File: config.mk
export PLATFORM = sky130hd
export DESIGN_NAME = four_two_prio_enc
export DESIGN_NICKNAME = d
export VERILOG_FILES = /design/src/rtl/four_two_prio_enc_pkg.sv /design/src/rtl/prio_enc_comb.sv /design/src/rtl/four_two_prio_enc.sv
export SDC_FILE = /design/constraint.sdc
export NUM_CORES = 1
export LEC_CHECK = 0
export ABC_CLOCK_PERIOD_IN_PS = 1300
export CAP_MARGIN = 20
export CORE_AREA = 2 2 39 41
export DETAILED_ROUTE_END_ITERATION = 10
export DIE_AREA = 0 0 41 43
export REMOVE_ABC_BUFFERS = 1
export SETUP_SLACK_MARGIN = 0.4
export SLEW_MARGIN = 10
export SYNTH_ARGS = -nofsm -noshare
export SYNTH_HDL_FRONTEND = slang
export SYNTH_SLANG_ARGS = --single-unit
File: constraint.sdc
create_clock -name clk -period 1.3 [get_ports clk]
set_input_delay 0.195 -clock clk [delete_from_list [all_inputs] [get_ports clk]]
set_output_delay 0.195 -clock clk [all_outputs]
set_load 0.02 [all_outputs]
File: src/rtl/four_two_prio_enc_pkg.sv
// rtl/four_two_prio_enc_pkg.sv - shared constants and width helper for the registered priority encoder
//
// Contents:
//   IN_W_DEFAULT  default number of request lines (4)
//   IN_W_MIN/MAX  legal request-width range (2..32)
//   calc_out_w()  index width derived from the request width
//   Y_RST         reset value of the registered index
//   VALID_RST     reset value of the registered valid flag
package four_two_prio_enc_pkg;

    localparam int IN_W_DEFAULT = 4;
    localparam int IN_W_MIN     = 2;
    localparam int IN_W_MAX     = 32;

    localparam int   Y_RST     = 0;
    localparam logic VALID_RST = 1'b0;

    // Index width is fully determined by the request width; it is never
    // set independently so that y can always represent IN_W-1 untruncated.
    function automatic int calc_out_w(input int in_w);
        return $clog2(in_w);
    endfunction

endpackage

File: src/rtl/prio_enc_comb.sv
// rtl/prio_enc_comb.sv - combinational highest-index-wins priority encoder
//
// Parameters:
//   IN_W   number of request lines
//   OUT_W  index width (derived from IN_W)
// Ports:
//   req  in   IN_W   request vector, bit k = request k
//   idx  out  OUT_W  index of the highest set bit of req, 0 when none set
//   any  out  1      high when at least one bit of req is set
module prio_enc_comb
    import four_two_prio_enc_pkg::*;
#(
    parameter  int IN_W  = IN_W_DEFAULT,
    localparam int OUT_W = calc_out_w(IN_W)
) (
    input  logic [IN_W-1:0]  req,
    output logic [OUT_W-1:0] idx,
    output logic             any
);

    // Scan from the top down; the first set bit found wins and locks out
    // every lower bit, which is exactly the "highest index wins" rule.
    always_comb begin
        idx = '0;
        any = 1'b0;
        for (int k = IN_W - 1; k >= 0; k--) begin
            if (req[k] && !any) begin
                idx = OUT_W'(k);
                any = 1'b1;
            end
        end
    end

endmodule

File: src/rtl/four_two_prio_enc.sv
// rtl/four_two_prio_enc.sv - registered priority encoder with capture enable and valid flag
//
// Parameters:
//   IN_W   number of request lines, 2..32 (default 4)
//   OUT_W  index width, derived as $clog2(IN_W)
// Ports:
//   clk    in   1      rising-edge clock
//   rst_n  in   1      asynchronous active-low reset
//   en     in   1      capture enable; outputs hold while low
//   i      in   IN_W   request vector
//   y      out  OUT_W  registered index of the highest set bit of i
//   valid  out  1      registered flag, high when the captured i was nonzero
module four_two_prio_enc
    import four_two_prio_enc_pkg::*;
#(
    parameter  int IN_W  = IN_W_DEFAULT,
    localparam int OUT_W = calc_out_w(IN_W)
) (
    input  logic             clk,
    input  logic             rst_n,
    input  logic             en,
    input  logic [IN_W-1:0]  i,
    output logic [OUT_W-1:0] y,
    output logic             valid
);

    if (IN_W < IN_W_MIN || IN_W > IN_W_MAX) begin : g_bad_in_w
        $error("four_two_prio_enc: IN_W=%0d outside legal range %0d..%0d",
               IN_W, IN_W_MIN, IN_W_MAX);
    end

    logic [OUT_W-1:0] enc_idx;
    logic             enc_any;

    prio_enc_comb #(
        .IN_W (IN_W)
    ) u_enc (
        .req (i),
        .idx (enc_idx),
        .any (enc_any)
    );

    // Single register stage: outputs depend only on flops, so there is no
    // combinational path from i. Reset clears immediately and drops whatever
    // sample was about to be captured; nothing is replayed afterwards.
    always_ff @(posedge clk or negedge rst_n) begin
        if (!rst_n) begin
            y     <= OUT_W'(Y_RST);
            valid <= VALID_RST;
        end else if (en) begin
            y     <= enc_idx;
            valid <= enc_any;
        end
    end

endmodule

* Word level (Yosys, flattened, before mapping)
Index checks and enable logic that the tools add are counted.
Storage, ports and cells: output and inout port bits 3, word-level logic and storage cells 16, input bits 7, register bits 3
Cells by class: muxes and demuxes 8, reductions and logical operators 6
Operators with widths (count):
- $mux 2 | 4
- $mux 1 | 4
- $logic_and 1x1->1 | 3
- $logic_not 1->1 | 3

* Longest topological paths before layout
Gate-level depths: netlist of run 1.
depth in word-level cells 10, gate-level depth with buffers 2, depth with buffers taken out 2

* By module
From an unflattened synthesis of run 1, not the netlist that was laid out.
Unflattened totals: cell total of the unflattened synthesis 10, area total of the unflattened synthesis 132.6 µm²
Modules (own cells, without submodules):
- four_two_prio_enc | instances 1, sequential area each 75.1 µm², area an instance 108.9 µm², cells each 6
- prio_enc_comb | instances 1, sequential area each 0.0 µm², area an instance 23.8 µm², cells each 4

* Worst setup path after synthesis of run 1
OpenSTA, ideal clock, no wires.
kind register to register, start register, netlist name y[0], end register y[0], period minus slack after synthesis 712 ps, setup slack 588 ps, required time 1174 ps, stages on the path, launching flop included 3, library setup time 126 ps, arrival time 586 ps, buffers on the path 0, path through dfrtp_1 -> nor2_1 -> a31oi_1
RTL lines:
- end signal, assigned | line four_two_prio_enc.sv:48 | y <= OUT_W'(Y_RST);
- end signal, assigned | line four_two_prio_enc.sv:51 | y <= enc_idx;
- end, declared | line four_two_prio_enc.sv:23 | output logic [OUT_W-1:0] y,

* Worst setup path in the final report of run 1
start register valid, end output valid
RTL lines:
- start, declared | line four_two_prio_enc.sv:24 | output logic valid
- start signal, assigned | line four_two_prio_enc.sv:52 | valid <= enc_any;
No word-level cell between the ends.

==> metrics, run 1 <==
Seq cells post-synth 3; TritonCTS clock tree built; worst setup path class flop to output pin; standard cell with the maximum stage delay on the critical path sky130_fd_sc_hd__dfrtp_1; DR WL/cell 7.45 um; maximum number of pins on one net before global-route repair 7; total instance count after detailed placement 38; count of placed standard cells in the final layout, fillers left out 42; maximum ir drop on the vdd rail 204 uV; slew at the pin with the worst max-slew slack between 0.15 and 0.2 ns; worst rel slew slack 0.869; DR pass1 iterations 2; Required @ worst endpoint 1.11 ns; CP Data Arrival Time around 0.75 ns; cell at the root of the clock tree sky130_fd_sc_hd__clkbuf_4; number of pins exceeding their max-slew limit in the final report 0; final wirelength about 310 um; slowest stage delay, CP roughly 0.38 ns; violation count after the first detailed-route iteration 1; final weighted congestion in routability-driven placement 0.504; share of layout cells above drive strength 1 0.231; Hold Path Class input port to asynchronous set/reset pin; wire length on met3 30 um; clock latency at the later pin of the worst-skew pair 0.23 ns; highest-count cells in the layout ignoring fill and taps sky130_fd_sc_hd__clkdlybuf4s50_1 (6), sky130_fd_sc_hd__nor2_1 (5), sky130_fd_sc_hd__clkbuf_4 (3), sky130_fd_sc_hd__buf_6 (3), sky130_fd_sc_hd__dfrtp_1 (3); largest delay contributor family on the critical path flip-flops; maximum number of buffers from clock root to sink 2; routed via count divided by cell count about 3.3; cts-stage hold buffer count 0; number of failing setup endpoints in the final timing report 0; Setup WS post-layout around 0.36 ns; total number of H-tree levels 1; instance count of the mapped netlist 13; CTS Sinks 3; total gr overflow 0; Fmax roughly 1.1 GHz; WL met2 roughly 150 um; Placement Setup Slack 0.178 ns; met1 routed wirelength after detailed routing ~90 um; worst path cell trace buf_6; Synth cell types 6; Max-cap violations 0; worst flop-to-flop path startpoint valid$_DFFE_PN0P_; clk slew on worst S/H paths approximately 0.030 ns; total design power 0.321 mW; most common cell after layout, fill and taps aside sky130_fd_sc_hd__clkdlybuf4s50_1; Mapped Area 121 um2; vias after detailed routing 138; kind of end point of the critical path output pin; number of filler instances in the final layout 161; total buffers and inverters traversed by the critical path 1; Die Area ~1800 um2; Layout Skew 0 ns; CTS Buf Count 3; GRT Util Overall 0.0510; via count of the first global-routing pass 139; Avg Synthesized Cell Area 9.34 um2; post-route ant nets 0; final hold vios 0; Die Span Y about 43 um; number of synthesis warnings 0; power density over the cells between 1000 and 1500 nW/um2; RSZ-0062 raised after global routing yes; critical path launch point type flop; total I/O pin count 10; Tcrit/Tclk final 0.724; die width 41 um; growth of design area from synthesis to finish 115%; area of the core between 1000 and 1500 um2; number of I/O port buffers 9; outcome completed; critical path peak fanout 2; number of placement rows 14; initial antenna violation count 0; setup tns final 0 ns; leak pwr approximately 0.11 nW; global-route wire length before repair 448 um; uppermost layer routed met4; count of inserted antenna diode cells 0; final critical-path required period 0.941 ns; initial core utilization 0.0877; sequential-to-total area share from yosys stat 0.619; post-detailed-route DRC marker count 0; origin of the worst setup path valid$_DFFE_PN0P_; number of nets in the layout 34
-- worst paths after layout --
kind	slack, ns	depth (start not counted)	to
max	0.36	1	valid
max in group asynchronous	1.02	1	valid$_DFFE_PN0P_
min reg2reg	0.54	2	y[1]$_DFFE_PN0P_
min	0.14	1	y[0]$_DFFE_PN0P_
max reg2reg	0.65	2	valid$_DFFE_PN0P_
min in group clk	0.54	2	y[1]$_DFFE_PN0P_
-- cell usage after synthesis, drive strengths merged --
cell type	instances	share of area
a21oi	1	0.041
dfrtp	3	0.62
nand2b	1	0.052
inv	1	0.031
nor2	5	0.15
a31oi	2	0.10
-- per-layer routing --
metal / vias to the layer above / global-route usage
met1: 57 / 0.0222
met4: 0 / 0.140
li1: 68 / -
met2: 9 / 0.0625
met5: - / 0
met3: 4 / 0.0157
-- report_power, final --
part	switching (mW)	internal, mW
Sequential	0.00428	0.101
Combinational	0.0217	0.0326
Clock	0.0467	0.115
Total	0.0727	0.248
-- cell families (layout without fill, tap and decap cells) --
kind of cell,after synthesis,count (layout),share of synthesized area
simple gates,6,6,0.206
compound gates,3,3,0.144
flops,3,3,0.619
buf+inv,1,14,0.0309
-- final cells by class --
cell class / count / area (um2) / area share
inverter: 1 / 3.75 / 0.0144
timing repair buffer: 9 / 93.8 / 0.359
sequential: 3 / 75.1 / 0.287
multi-input combinational: 9 / 42.5 / 0.163
clock buffer: 4 / 26.3 / 0.100
tap: 16 / 20.0 / 0.0766
-- sequential cells by signal (all words and copies together) (netlist names) --
register  cells
valid         1
y             2
-- through the flow --
stage	hold slack (ns)	utilization	cell area (um2)
finish	0.143	0.189	262
floorplan	-0.101	-	121
global route	0.137	0.189	262
CTS	0.143	0.189	262
detailed placement	0.388	0.167	231
global placement	0.392	0.167	231
-- what timing repair did --
| action | in CTS | in global routing |
|---|---|---|
| setup endpoints to repair | 3 | 3 |
| pin swaps | 0 | 0 |
| resized for setup | 18 | 0 |
| setup buffers | 0 | 0 |
No activity file was read; power rests on OpenSTA's default activity.
==> run 2, diff against run 1 <==
--- a/config.mk
+++ b/config.mk
@@ -5,7 +5,7 @@
 export SDC_FILE = /design/constraint.sdc
 export NUM_CORES = 1
 export LEC_CHECK = 0
-export ABC_CLOCK_PERIOD_IN_PS = 1300
+export ABC_CLOCK_PERIOD_IN_PS = 900
 export CAP_MARGIN = 20
 export CORE_AREA = 2 2 39 41
 export DETAILED_ROUTE_END_ITERATION = 10
==> constraint.sdc (replaced) <==
create_clock -name clk -period 0.9 [get_ports clk]
set_input_delay 0.135 -clock clk [delete_from_list [all_inputs] [get_ports clk]]
set_output_delay 0.135 -clock clk [all_outputs]
set_load 0.02 [all_outputs]
==> run 2 against run 1 <==
Via count is 0.72% lower. Highest routed layer unchanged. Sequential share of layout area rose by 0.28 points. Critical endpoint unchanged. Power is 43% higher. Sequential power up 45%.
==> metrics, run 2 (synthesized netlist as in run 1, its figures left out) <==
number of flip-flops under the largest register name 2 (unchanged); cell at the root of the clock tree sky130_fd_sc_hd__clkbuf_4 (unchanged); total buffers and inverters traversed by the critical path 1 (unchanged); cts-stage hold buffer count 0 (unchanged); DR pass1 iterations 2 (unchanged); worst path cell trace buf_6 (unchanged); final critical-path required period a little under 0.9 ns; GRT Util Overall 0.0520 (was 0.0510); number of cells on the critical path 1 (unchanged); area of the core 1380 um2 (unchanged); Die Area 1760 um2 (unchanged); number of pins exceeding their max-slew limit in the final report 0 (unchanged); total gr overflow 0 (unchanged); register name with the most flops y (unchanged); number of placement rows 14 (unchanged); post-detailed-route DRC marker count 0 (unchanged); outcome completed (unchanged); buffers inserted during post-CTS setup optimization 0 (unchanged); Layout Skew 0 ns (unchanged); Worst R2R Path Depth 2 (unchanged); power density over the cells 1780 nW/um2 (was 1230 nW/um2); final hold vios 0 (unchanged); Fmax 1.14 GHz; maximum ir drop on the vdd rail 294 uV (was 204 uV); Tcrit/Tclk final 0.978; initial core utilization 0.0877 (unchanged); initial antenna violation count 0 (unchanged); Required @ worst endpoint 0.76 ns (was 1.11 ns); post-route ant nets 0 (unchanged); global-route wire length before repair 462 um (was 448 um); maximum number of pins on one net before global-route repair 7 (unchanged); growth of design area from synthesis to finish 113% (was 115%); clk slew on worst S/H paths 0.04 ns (was 0.03 ns); total instance count after detailed placement 38 (unchanged); Max-cap violations 0 (unchanged); clock latency at the later pin of the worst-skew pair 0.23 ns (about the same); DR WL/cell 7.74 um (was 7.45 um); Die Span Y 43 um (unchanged); total design power 0.460 mW (was 0.321 mW); CTS Buf Count 3 (unchanged); leak pwr 0.112 nW (was 0.107 nW); largest registers y: 2 flops, valid: 1 flops (unchanged); number of nets in the layout 34 (unchanged); CTS Sinks 3 (unchanged); via count of the first global-routing pass 135 (was 139); count of placed standard cells in the final layout, fillers left out 42 (unchanged); highest-count cells in the layout ignoring fill and taps sky130_fd_sc_hd__nor2_1 (4), sky130_fd_sc_hd__dlygate4sd2_1 (4), sky130_fd_sc_hd__clkbuf_4 (3), sky130_fd_sc_hd__buf_6 (3), sky130_fd_sc_hd__dfrtp_1 (3) (was sky130_fd_sc_hd__clkdlybuf4s50_1 (6), sky130_fd_sc_hd__nor2_1 (5), sky130_fd_sc_hd__clkbuf_4 (3), sky130_fd_sc_hd__buf_6 (3), sky130_fd_sc_hd__dfrtp_1 (3)); standard cell with the maximum stage delay on the critical path sky130_fd_sc_hd__dfrtp_1 (unchanged); total I/O pin count 10 (unchanged); share of layout cells above drive strength 1 0.269 (was 0.231); critical path peak fanout 2 (unchanged); largest delay contributor family on the critical path flip-flops (unchanged); vias after detailed routing 137 (was 138); kind of end point of the critical path output pin (unchanged); die width 41 um (unchanged); number of failing setup endpoints in the final timing report 0 (unchanged); critical path launch point type flop (unchanged); maximum number of buffers from clock root to sink 2 (unchanged); number of I/O port buffers 9 (unchanged); CP Data Arrival Time 0.75 ns (about the same); total number of H-tree levels 1 (unchanged); final core area utilization 0.187 (was 0.189); count of inserted antenna diode cells 0 (unchanged); final weighted congestion in routability-driven placement 0.504 (about the same); worst setup path class flop to output pin (unchanged); slowest stage delay, CP 0.38 ns (about the same); final wirelength 325 um (was 313 um); slew at the pin with the worst max-slew slack 0.195 ns (was 0.196 ns); TritonCTS clock tree built (unchanged); RSZ-0062 raised after global routing yes (unchanged); Hold Path Class input port to asynchronous set/reset pin (unchanged); violation count after the first detailed-route iteration 1 (unchanged); number of filler instances in the final layout 160 (was 161); routed via count divided by cell count 3.26 (was 3.29); worst rel slew slack 0.870 (was 0.869)
-- run 2: final timing paths --
kind	slack (ns)	endpoint	start
setup / recovery	0.02	valid	valid$_DFFE_PN0P_
hold / removal	0.08	y[0]$_DFFE_PN0P_	rst_n
setup reg to reg	0.25	valid$_DFFE_PN0P_	valid$_DFFE_PN0P_
hold reg to reg	0.54	y[1]$_DFFE_PN0P_	y[1]$_DFFE_PN0P_
max in group asynchronous	0.68	valid$_DFFE_PN0P_	rst_n
min in group clk	0.31	y[0]$_DFFE_PN0P_	i[3]
-- run 2: layout make-up --
type	count	area [um2]	share of cell area
multi-input cells	9	45.0	0.174
clock buffers	4	26.3	0.101
well taps	16	20.0	0.0773
flip-flops and latches	3	75.1	0.290
inverters	1	3.75	0.0145
repair buffers	9	88.8	0.343
-- run 2: stage by stage --
step / TNS, ns / area, um2 / setup WS, ns / hold WS, ns
final: 0 / 259 / 0.0200 / 0.0817
after global routing: -0.0190 / 259 / -0.0150 / 0.0772
after CTS: 0 / 259 / 0.0105 / 0.0826
after detailed placement: -0.737 / 231 / -0.162 / 0.328
after global placement: -0.717 / 231 / -0.157 / 0.332
after floorplan: 0 / 121 / 0.188 / -0.161
-- run 2: report_power, final --
part / internal (mW) / leakage (nW) / switching, mW / total (mW)
Clock: 0.166 / 0.0150 / 0.0691 / 0.235
Combinational: 0.0411 / 0.0674 / 0.0324 / 0.0735
Sequential: 0.145 / 0.0300 / 0.00628 / 0.152
Total: 0.352 / 0.112 / 0.108 / 0.460
-- run 2: timing repair --
item / in CTS / in global routing
resized for setup: 23 / 0
pin swaps: 4 / 1
endpoints found under the setup margin: 6 / 6
hold endpoints to repair: 0 / 0
-- run 2: routing by layer --
metal	part of all wire	vias up	global-route usage
li1	-	68	-
met1	0.31	56	0.0286
met2	0.47	9	0.0594
met3	0.092	4	0.0157
met4	0.12	0	0.140
met5	0	-	0
==> run 3, diff against run 2 <==
--- a/config.mk
+++ b/config.mk
@@ -16,3 +16,4 @@
 export SYNTH_ARGS = -nofsm -noshare
 export SYNTH_HDL_FRONTEND = slang
 export SYNTH_SLANG_ARGS = --single-unit
+export TNS_END_PERCENT = 50
==> run 3 against run 2 <==
Utilization is 1.1 points higher. Critical path depth stayed put. Combinational power is 5.3% higher. Cell area is 5.8% higher.
==> metrics, run 3 (synthesized netlist as in run 1, its figures left out) <==
Die Area 1760 um2 (unchanged); growth of design area from synthesis to finish 126% (was 113%); worst path cell trace buf_6 (unchanged); CTS Buf Count 3 (unchanged); largest delay contributor family on the critical path flip-flops (unchanged); standard cell with the maximum stage delay on the critical path sky130_fd_sc_hd__dfrtp_1 (unchanged); TritonCTS clock tree built (unchanged); clk slew on worst S/H paths 0.03 ns (was 0.04 ns); maximum number of buffers from clock root to sink 2 (unchanged); kind of end point of the critical path output pin (unchanged); Tcrit/Tclk final 0.978 (about the same); maximum ir drop on the vdd rail 294 uV (about the same); die width 41 um (unchanged); leak pwr 0.144 nW (was 0.112 nW); vias after detailed routing 139 (was 137); Required @ worst endpoint 0.76 ns (about the same); share of layout cells above drive strength 1 0.269 (unchanged); post-route ant nets 0 (unchanged); number of failing setup endpoints in the final timing report 0 (unchanged); number of placement rows 14 (unchanged); CP Data Arrival Time 0.75 ns (about the same); buffers inserted during post-CTS setup optimization 0 (unchanged); Max-cap violations 0 (unchanged); violation count after the first detailed-route iteration 1 (unchanged); Fmax 1.14 GHz (about the same); DR WL/cell 7.81 um (was 7.74 um); total instance count after detailed placement 38 (unchanged); total design power 0.463 mW (was 0.460 mW); number of I/O port buffers 9 (unchanged); final weighted congestion in routability-driven placement 0.504 (unchanged); routed via count divided by cell count 3.31 (was 3.26); count of placed standard cells in the final layout, fillers left out 42 (unchanged); DR pass1 iterations 2 (unchanged); critical path launch point type flop (unchanged); Setup WS post-layout 0.0197 ns (was 0.0200 ns); cell at the root of the clock tree sky130_fd_sc_hd__clkbuf_4 (unchanged); register name with the most flops y (unchanged); CTS Sinks 3 (unchanged); final hold vios 0 (unchanged); via count of the first global-routing pass 139 (was 135); count of inserted antenna diode cells 0 (unchanged); slowest stage delay, CP 0.38 ns (about the same); total I/O pin count 10 (unchanged); initial antenna violation count 0 (unchanged); Hold Worst Slack 0.0830 ns (was 0.0817 ns); worst setup path class flop to output pin (unchanged); global-route wire length before repair 448 um (was 462 um); outcome completed (unchanged); total number of H-tree levels 1 (unchanged); maximum number of pins on one net before global-route repair 7 (unchanged); number of nets in the layout 34 (unchanged); worst rel slew slack 0.862 (was 0.870); Hold Path Class input port to asynchronous set/reset pin (unchanged); standard cell area after detailed placement 231 um2 (unchanged); Layout Skew 0 ns (unchanged); post-detailed-route DRC marker count 0 (unchanged); total gr overflow 0 (unchanged); clock latency at the later pin of the worst-skew pair 0.23 ns (about the same); critical path peak fanout 2 (unchanged); initial core utilization 0.0877 (unchanged); area of the core 1380 um2 (unchanged); total buffers and inverters traversed by the critical path 1 (unchanged); number of pins exceeding their max-slew limit in the final report 0 (unchanged); highest-count cells in the layout ignoring fill and taps sky130_fd_sc_hd__nor2_1 (4), sky130_fd_sc_hd__dlymetal6s2s_1 (4), sky130_fd_sc_hd__clkbuf_4 (3), sky130_fd_sc_hd__buf_6 (3), sky130_fd_sc_hd__dfrtp_1 (3) (was sky130_fd_sc_hd__nor2_1 (4), sky130_fd_sc_hd__dlygate4sd2_1 (4), sky130_fd_sc_hd__clkbuf_4 (3), sky130_fd_sc_hd__buf_6 (3), sky130_fd_sc_hd__dfrtp_1 (3)); slew at the pin with the worst max-slew slack 0.206 ns (was 0.195 ns); GRT Util Overall 0.0510 (was 0.0520); RSZ-0062 raised after global routing yes (unchanged); largest registers y: 2 flops, valid: 1 flops (unchanged); final wirelength 328 um (was 325 um); number of flip-flops under the largest register name 2 (unchanged); Die Span Y 43 um (unchanged); final design instance area without fill 274 um2 (was 259 um2); final critical-path required period 0.880 ns (about the same); Placement Setup Slack -0.162 ns (unchanged); power density over the cells 1690 nW/um2 (was 1780 nW/um2)
## run 3: final cells by class
type | instances | area, um2
fillers | 156 | 1110
repair buffers | 9 | 104
inverters | 1 | 3.75
clock buffers | 4 | 26.3
multi-input cells | 9 | 45.0
flip-flops and latches | 3 | 75.1
well taps | 16 | 20.0
## run 3: where the power goes
group	total [mW]	internal [mW]	switching [mW]	leakage, nW
logic	0.0774	0.0449	0.0325	0.0986
registers	0.152	0.145	0.00627	0.0300
clock network	0.234	0.166	0.0676	0.0150
## run 3: path summary, 6_finish.rpt
kind / start / end / slack (ns) / depth (start not counted)
max: valid$_DFFE_PN0P_ / valid / 0.02 / 1
max in group asynchronous: rst_n / valid$_DFFE_PN0P_ / 0.68 / 1
max reg2reg: valid$_DFFE_PN0P_ / valid$_DFFE_PN0P_ / 0.25 / 2
min in group clk: i[3] / y[0]$_DFFE_PN0P_ / 0.20 / 3
min: rst_n / y[0]$_DFFE_PN0P_ / 0.08 / 1
min reg2reg: y[1]$_DFFE_PN0P_ / y[1]$_DFFE_PN0P_ / 0.54 / 2
## run 3: metrics by stage
stage	util	setup TNS, ns
finish	0.198	0
global route	0.198	-0.0190
CTS	0.189	0
detailed placement	0.167	-0.737
global placement	0.167	-0.717
floorplan	-	0
## run 3: per-layer routing
| layer | GRT usage | vias to the layer above | wire (um) |
|---|---|---|---|
| met1 | 0.0222 | 58 | 94 |
| met5 | 0 | - | 0 |
| met2 | 0.0625 | 9 | 164 |
| li1 | - | 68 | - |
| met4 | 0.140 | 0 | 39 |
| met3 | 0.0157 | 4 | 30 |
## run 3: timing repair
action                                  in CTS  in global routing
pin swaps                                    0                  3
gates resized for setup                     18                  5
hold buffers                                 0                  0
endpoints found under the setup margin       6                  6
==> variant 1: new RTL, flow settings as in run 3 <==
Put one more register stage on the output `y`. The value now appears one clock later. The other outputs are not delayed to match. Comments in the files are not updated.
--- a/src/rtl/four_two_prio_enc.sv
+++ b/src/rtl/four_two_prio_enc.sv
@@ -25,4 +25,6 @@
 );
 
+    logic [OUT_W-1:0] y_s0;
+
     if (IN_W < IN_W_MIN || IN_W > IN_W_MAX) begin : g_bad_in_w
         $error("four_two_prio_enc: IN_W=%0d outside legal range %0d..%0d",
@@ -46,12 +48,16 @@
     always_ff @(posedge clk or negedge rst_n) begin
         if (!rst_n) begin
-            y     <= OUT_W'(Y_RST);
+            y_s0  <= OUT_W'(Y_RST);
             valid <= VALID_RST;
         end else if (en) begin
-            y     <= enc_idx;
+            y_s0  <= enc_idx;
             valid <= enc_any;
         end
     end
 
+    always_ff @(posedge clk) begin
+        y <= y_s0;
+    end
+
 endmodule
 
Formal check against the unedited RTL: not equivalent (Yosys sat finds a counterexample within 4 cycles, from zero or initial values and one cycle with rst_n low).
==> variant 1 against run 3 <==
- final cell count grew 7.1%
- routed wire length grew 12%
- sequential power grew 65%
- die area is the same
- sequential cell count grew 2
- non-clock buffer count grew 1
- total power grew 28%
- via count grew 14%
- setup slack lost 0.0089 ns
- area after synthesis grew 33%
- design area grew 21%
- maximum frequency shrank 1.0%
- critical path type unchanged
- largest power group unchanged
==> variant 1: results (changes against run 3) <==
* First DRT Iteration DRCs at 3 (+2)
* Largest net degree at the start of global routing at 7 (unchanged)
* Final layout net count at 37 (+8.8%)
* Most instantiated library cell after synthesis: nor2_1
* Clk root buf: clkbuf_4
* Routed vias/inst at 3.51 (+6.1%)
* Routability-driven placement congestion ratio at 0.570 (+13%)
* Clock buffer depth at 2 (unchanged)
* Routed length per instance at 8.16 um (+4.4%)
* Vias in the first global route at 172 (+24%)
* Port bufs at 9 (unchanged)
* Later-pin clock latency in the skew report at approximately 0.24 ns
* Worst Hold Class: in2async
* Antenna viol nets, final at 0 (unchanged)
* Async SR Flop Fraction at 60.0% (-40 points)
* Routed vias at 158 (+14%)
* Syn avg cell area at 10.8 um^2 (+15%)
* Diode count at 0 (unchanged)
* Max Used Layer: met4
* CTS Buf Count at 3 (unchanged)
* Worst stage delay on the critical path at 0.38 ns (about the same)
* Slew Viols, Final at 0 (unchanged)
* Initial antenna violation count at 0 (unchanged)
* Lkg Pwr at 0.169 nW (+18%)
* Metal-1 WL at 142 um (+51%)
* Critical path arrival at 0.75 ns (about the same)
* MaxCap Viol Count at 0 (unchanged)
* Largest vdd supply drop at 302 uV (+2.6%)
* Ranking of synthesized cells by area: dfrtp_1, dfxtp_1, nor2_1
* Total track usage at 5.43% (+0.33 points)
* First-pass GRT wire length at 586 um (+31%)
* WL met2 at 153 um (-6.7%)
* Seq/Total Area, Yosys at 71.3% (+9.5 points)
* Cell family with most CP delay: flip-flops
* Skew final at 0.0000285 ns (+0.0000285 ns)
* Drt pass-1 iters at 2 (unchanged)
* Worst-path clk slew at 0.04 ns
* Crit-path slowest cell: dfrtp_1
* Slew HR at 83.8% (-2.4 points)
* Layout cells sized above 1 at 37.9% (+11 points)
* Biggest regs: y: 2 flops, y_s0: 2 flops, valid: 1 flops
* Ys Warns at 0 (unchanged)
* Synth cell count leaders: nor2_1, dfrtp_1, a31oi_1, dfxtp_1
* H-tree depth at 1 (unchanged)
* Crit path max fanout at 2 (unchanged)
* Synth Flop Type: dfrtp_1
* Synth cell types at 7 (+1)
* Met3 wire len at 53 um (+77%)
* Status: complete, no violations
* DP Cell Count at 41 (+7.9%)
## variant 1: logic make-up (layout without fill, tap and decap cells)
logic type / after synthesis / after routing / share of synthesized area, %
simple gates: 6 / 6 / 15.5
flops: 5 / 5 / 71.3
compound gates: 3 / 3 / 10.8
buf+inv: 1 / 15 / 2.32
## variant 1: where the power goes
| group | switching, mW | internal, mW |
|---|---|---|
| Combinational | 0.0349 | 0.0495 |
| Clock | 0.0879 | 0.167 |
| Sequential | 0.00770 | 0.244 |
## variant 1: layout make-up
type	count	area [um^2]
clock buffers	4	26.3
fillers	158	1050
inverters	1	3.75
multi-input cells	9	52.6
flip-flops and latches	5	118
well taps	16	20.0
repair buffers	10	111
## variant 1: worst paths after layout
check | end | startpoint | cells after the start | slack (ns)
worst max register to register | valid | valid | 3 | 0.13
min in group clk | y_s0[0] | i[3] | 3 | 0.20
max in group asynchronous | valid | rst_n | 1 | 0.68
worst min-delay path | y_s0[0] | rst_n | 1 | 0.08
worst max-delay path | valid | valid | 1 | 0.01
worst min register to register | y[0] | y_s0[0] | 0 | 0.37
## variant 1: timing repair
item / CTS / global route
buffers inserted: 0 / 0
endpoints found under the hold margin: 0 / 0
pin swaps: 0 / 3
gates resized for setup: 19 / 7
setup endpoints to repair: 6 / 7
## variant 1: stage by stage
stage	hold slack [ns]	setup WS [ns]	instance area [um^2]	power [mW]
2_1_floorplan	-0.161	0.199	161	0.276
3_3_place_gp	0.333	-0.147	279	0.330
3_5_place_dp	0.334	-0.160	279	0.332
4_1_cts	0.0788	0.00255	310	0.599
5_1_grt	0.0843	-0.0118	332	0.622
6_report	0.0805	0.0109	332	0.591
## variant 1: metal layers
metal	vias up	track usage (%)
met4	0	8.00
met3	4	1.57
met1	66	5.81
met2	11	6.56
met5	-	0
li1	77	-
==> variant 2: new RTL, flow settings as in run 3 <==
Made on the original files. Change the package constant `IN_W_DEFAULT` from 4 to 3. Comments in the files are not updated.
--- a/src/rtl/four_two_prio_enc_pkg.sv
+++ b/src/rtl/four_two_prio_enc_pkg.sv
@@ -9,5 +9,5 @@
 package four_two_prio_enc_pkg;
 
-    localparam int IN_W_DEFAULT = 4;
+    localparam int IN_W_DEFAULT = 3;
     localparam int IN_W_MIN     = 2;
     localparam int IN_W_MAX     = 32;
Interface: changed (resized i); port bits go from 10 to 9. No check against the original RTL was run, so the function may have changed too.
==> variant 2 against run 3 <==
- total power rose by 2.0%
- setup slack got worse by 0.0062 ns
- hold slack improved by 0.0034 ns
- routed wire length fell by 2.1%
- critical path type unchanged
- sequential share of layout area rose by 0.13 points
- largest power group unchanged
- die area did not move
- design area fell by 0.46%
- area after synthesis fell by 1.0%
- count of clock-buffer cells in the layout did not move
- register-to-register slack got worse by 0.12 ns
- sequential cell count did not move
- utilization fell by 0.090 points
- largest cell class unchanged
==> variant 2: results (changes against run 3) <==
* Routability-driven placement congestion ratio at 0.501 (-0.54%)
* Port bufs at 8 (-1)
* Vias in the first global route at 110 (-21%)
* DP Cell Count at 34 (-11%)
* Reg-to-reg slack, setup at 0.13 ns (-0.12 ns)
* P_sw at 0.108 mW (+1.8%)
* Layout cells sized above 1 at 43.5% (+17 points)
* Met1 Use GR at 3.57% (+1.3 points)
* Largest net degree at the start of global routing at 6 (-1)
* Post-Route WL at 321 um (-2.1%)
* Met2 usage at 4.38% (-1.9 points)
* Total track usage at 4.33% (-0.77 points)
* Cells after synthesis at 10 (-3)
* Largest vdd supply drop at 423 uV (+44%)
* Met3 usage at 4.71% (+3.1 points)
* Worst r2r src: y[1]
* Worst Hold Class: in2async
* Synth cell types at 8 (+2)
* First-pass GRT wire length at 414 um (-7.6%)
* Portion of netlist area occupied by mux cells at 12.5% (+13 points)
* Compound-Gate Fraction of Synth Area at 8.33% (-6.1 points)
* Status: complete, no violations
* Ranking of synthesized cells by area: dfrtp_1, mux2_4, nand3b_1
* Final layout net count at 30 (-12%)
* R2r worst-path depth at 1 (-1)
* Fin Hold WS at 0.0864 ns (+0.00339 ns)
* Pwr dens at 1730 nW/um^2 (+2.5%)
* Placement Setup Slack at -0.232 ns (-0.0697 ns)
* Reg2reg end: y[1]
* Slew HR at 85.6% (-0.62 points)
* Routed vias at 120 (-14%)
* Seq/Total Area, Yosys at 62.5% (+0.64 points)
* Lkg Pwr at 0.137 nW (-4.6%)
[variant 2: changes by cell type after synthesis, sizes merged]
cell / change
nand2b: -1
nor2: -4
mux2: +1
a31oi: -2
nor3: +1
nand3b: +1
o21ai: +1
[variant 2: repair_timing]
item                       4_1_cts  5_1_grt
setup endpoints to repair        6        6
pin swaps                        0        1
resized for setup               18        6
setup buffers                    0        1
cloned                           0        0
[variant 2: worst max path at each step]
stage | to | slack, ns | cells past startpoint
after floorplan | y[1] | 0.07 | 1
after global placement | y[1] | -0.22 | 2
after detailed placement | y[1] | -0.23 | 2
after CTS | valid | 0.001 | 1
after global routing | valid | -0.01 | 1
final | valid | 0.01 | 1
[variant 2: cell type report]
type	count	area (um^2)
Sequential cell	3	75.1
Timing Repair Buffer	9	98.8
Multi-Input combinational cell	6	48.8
Tap cell	16	20.0
Clock buffer	4	26.3
Fill cell	155	1110
Inverter	1	3.75
[variant 2: routing by layer]
metal,up-vias,routed length [um]
li1,62,-
met1,52,118
met2,6,154
met3,0,47
met4,0,0
met5,-,0
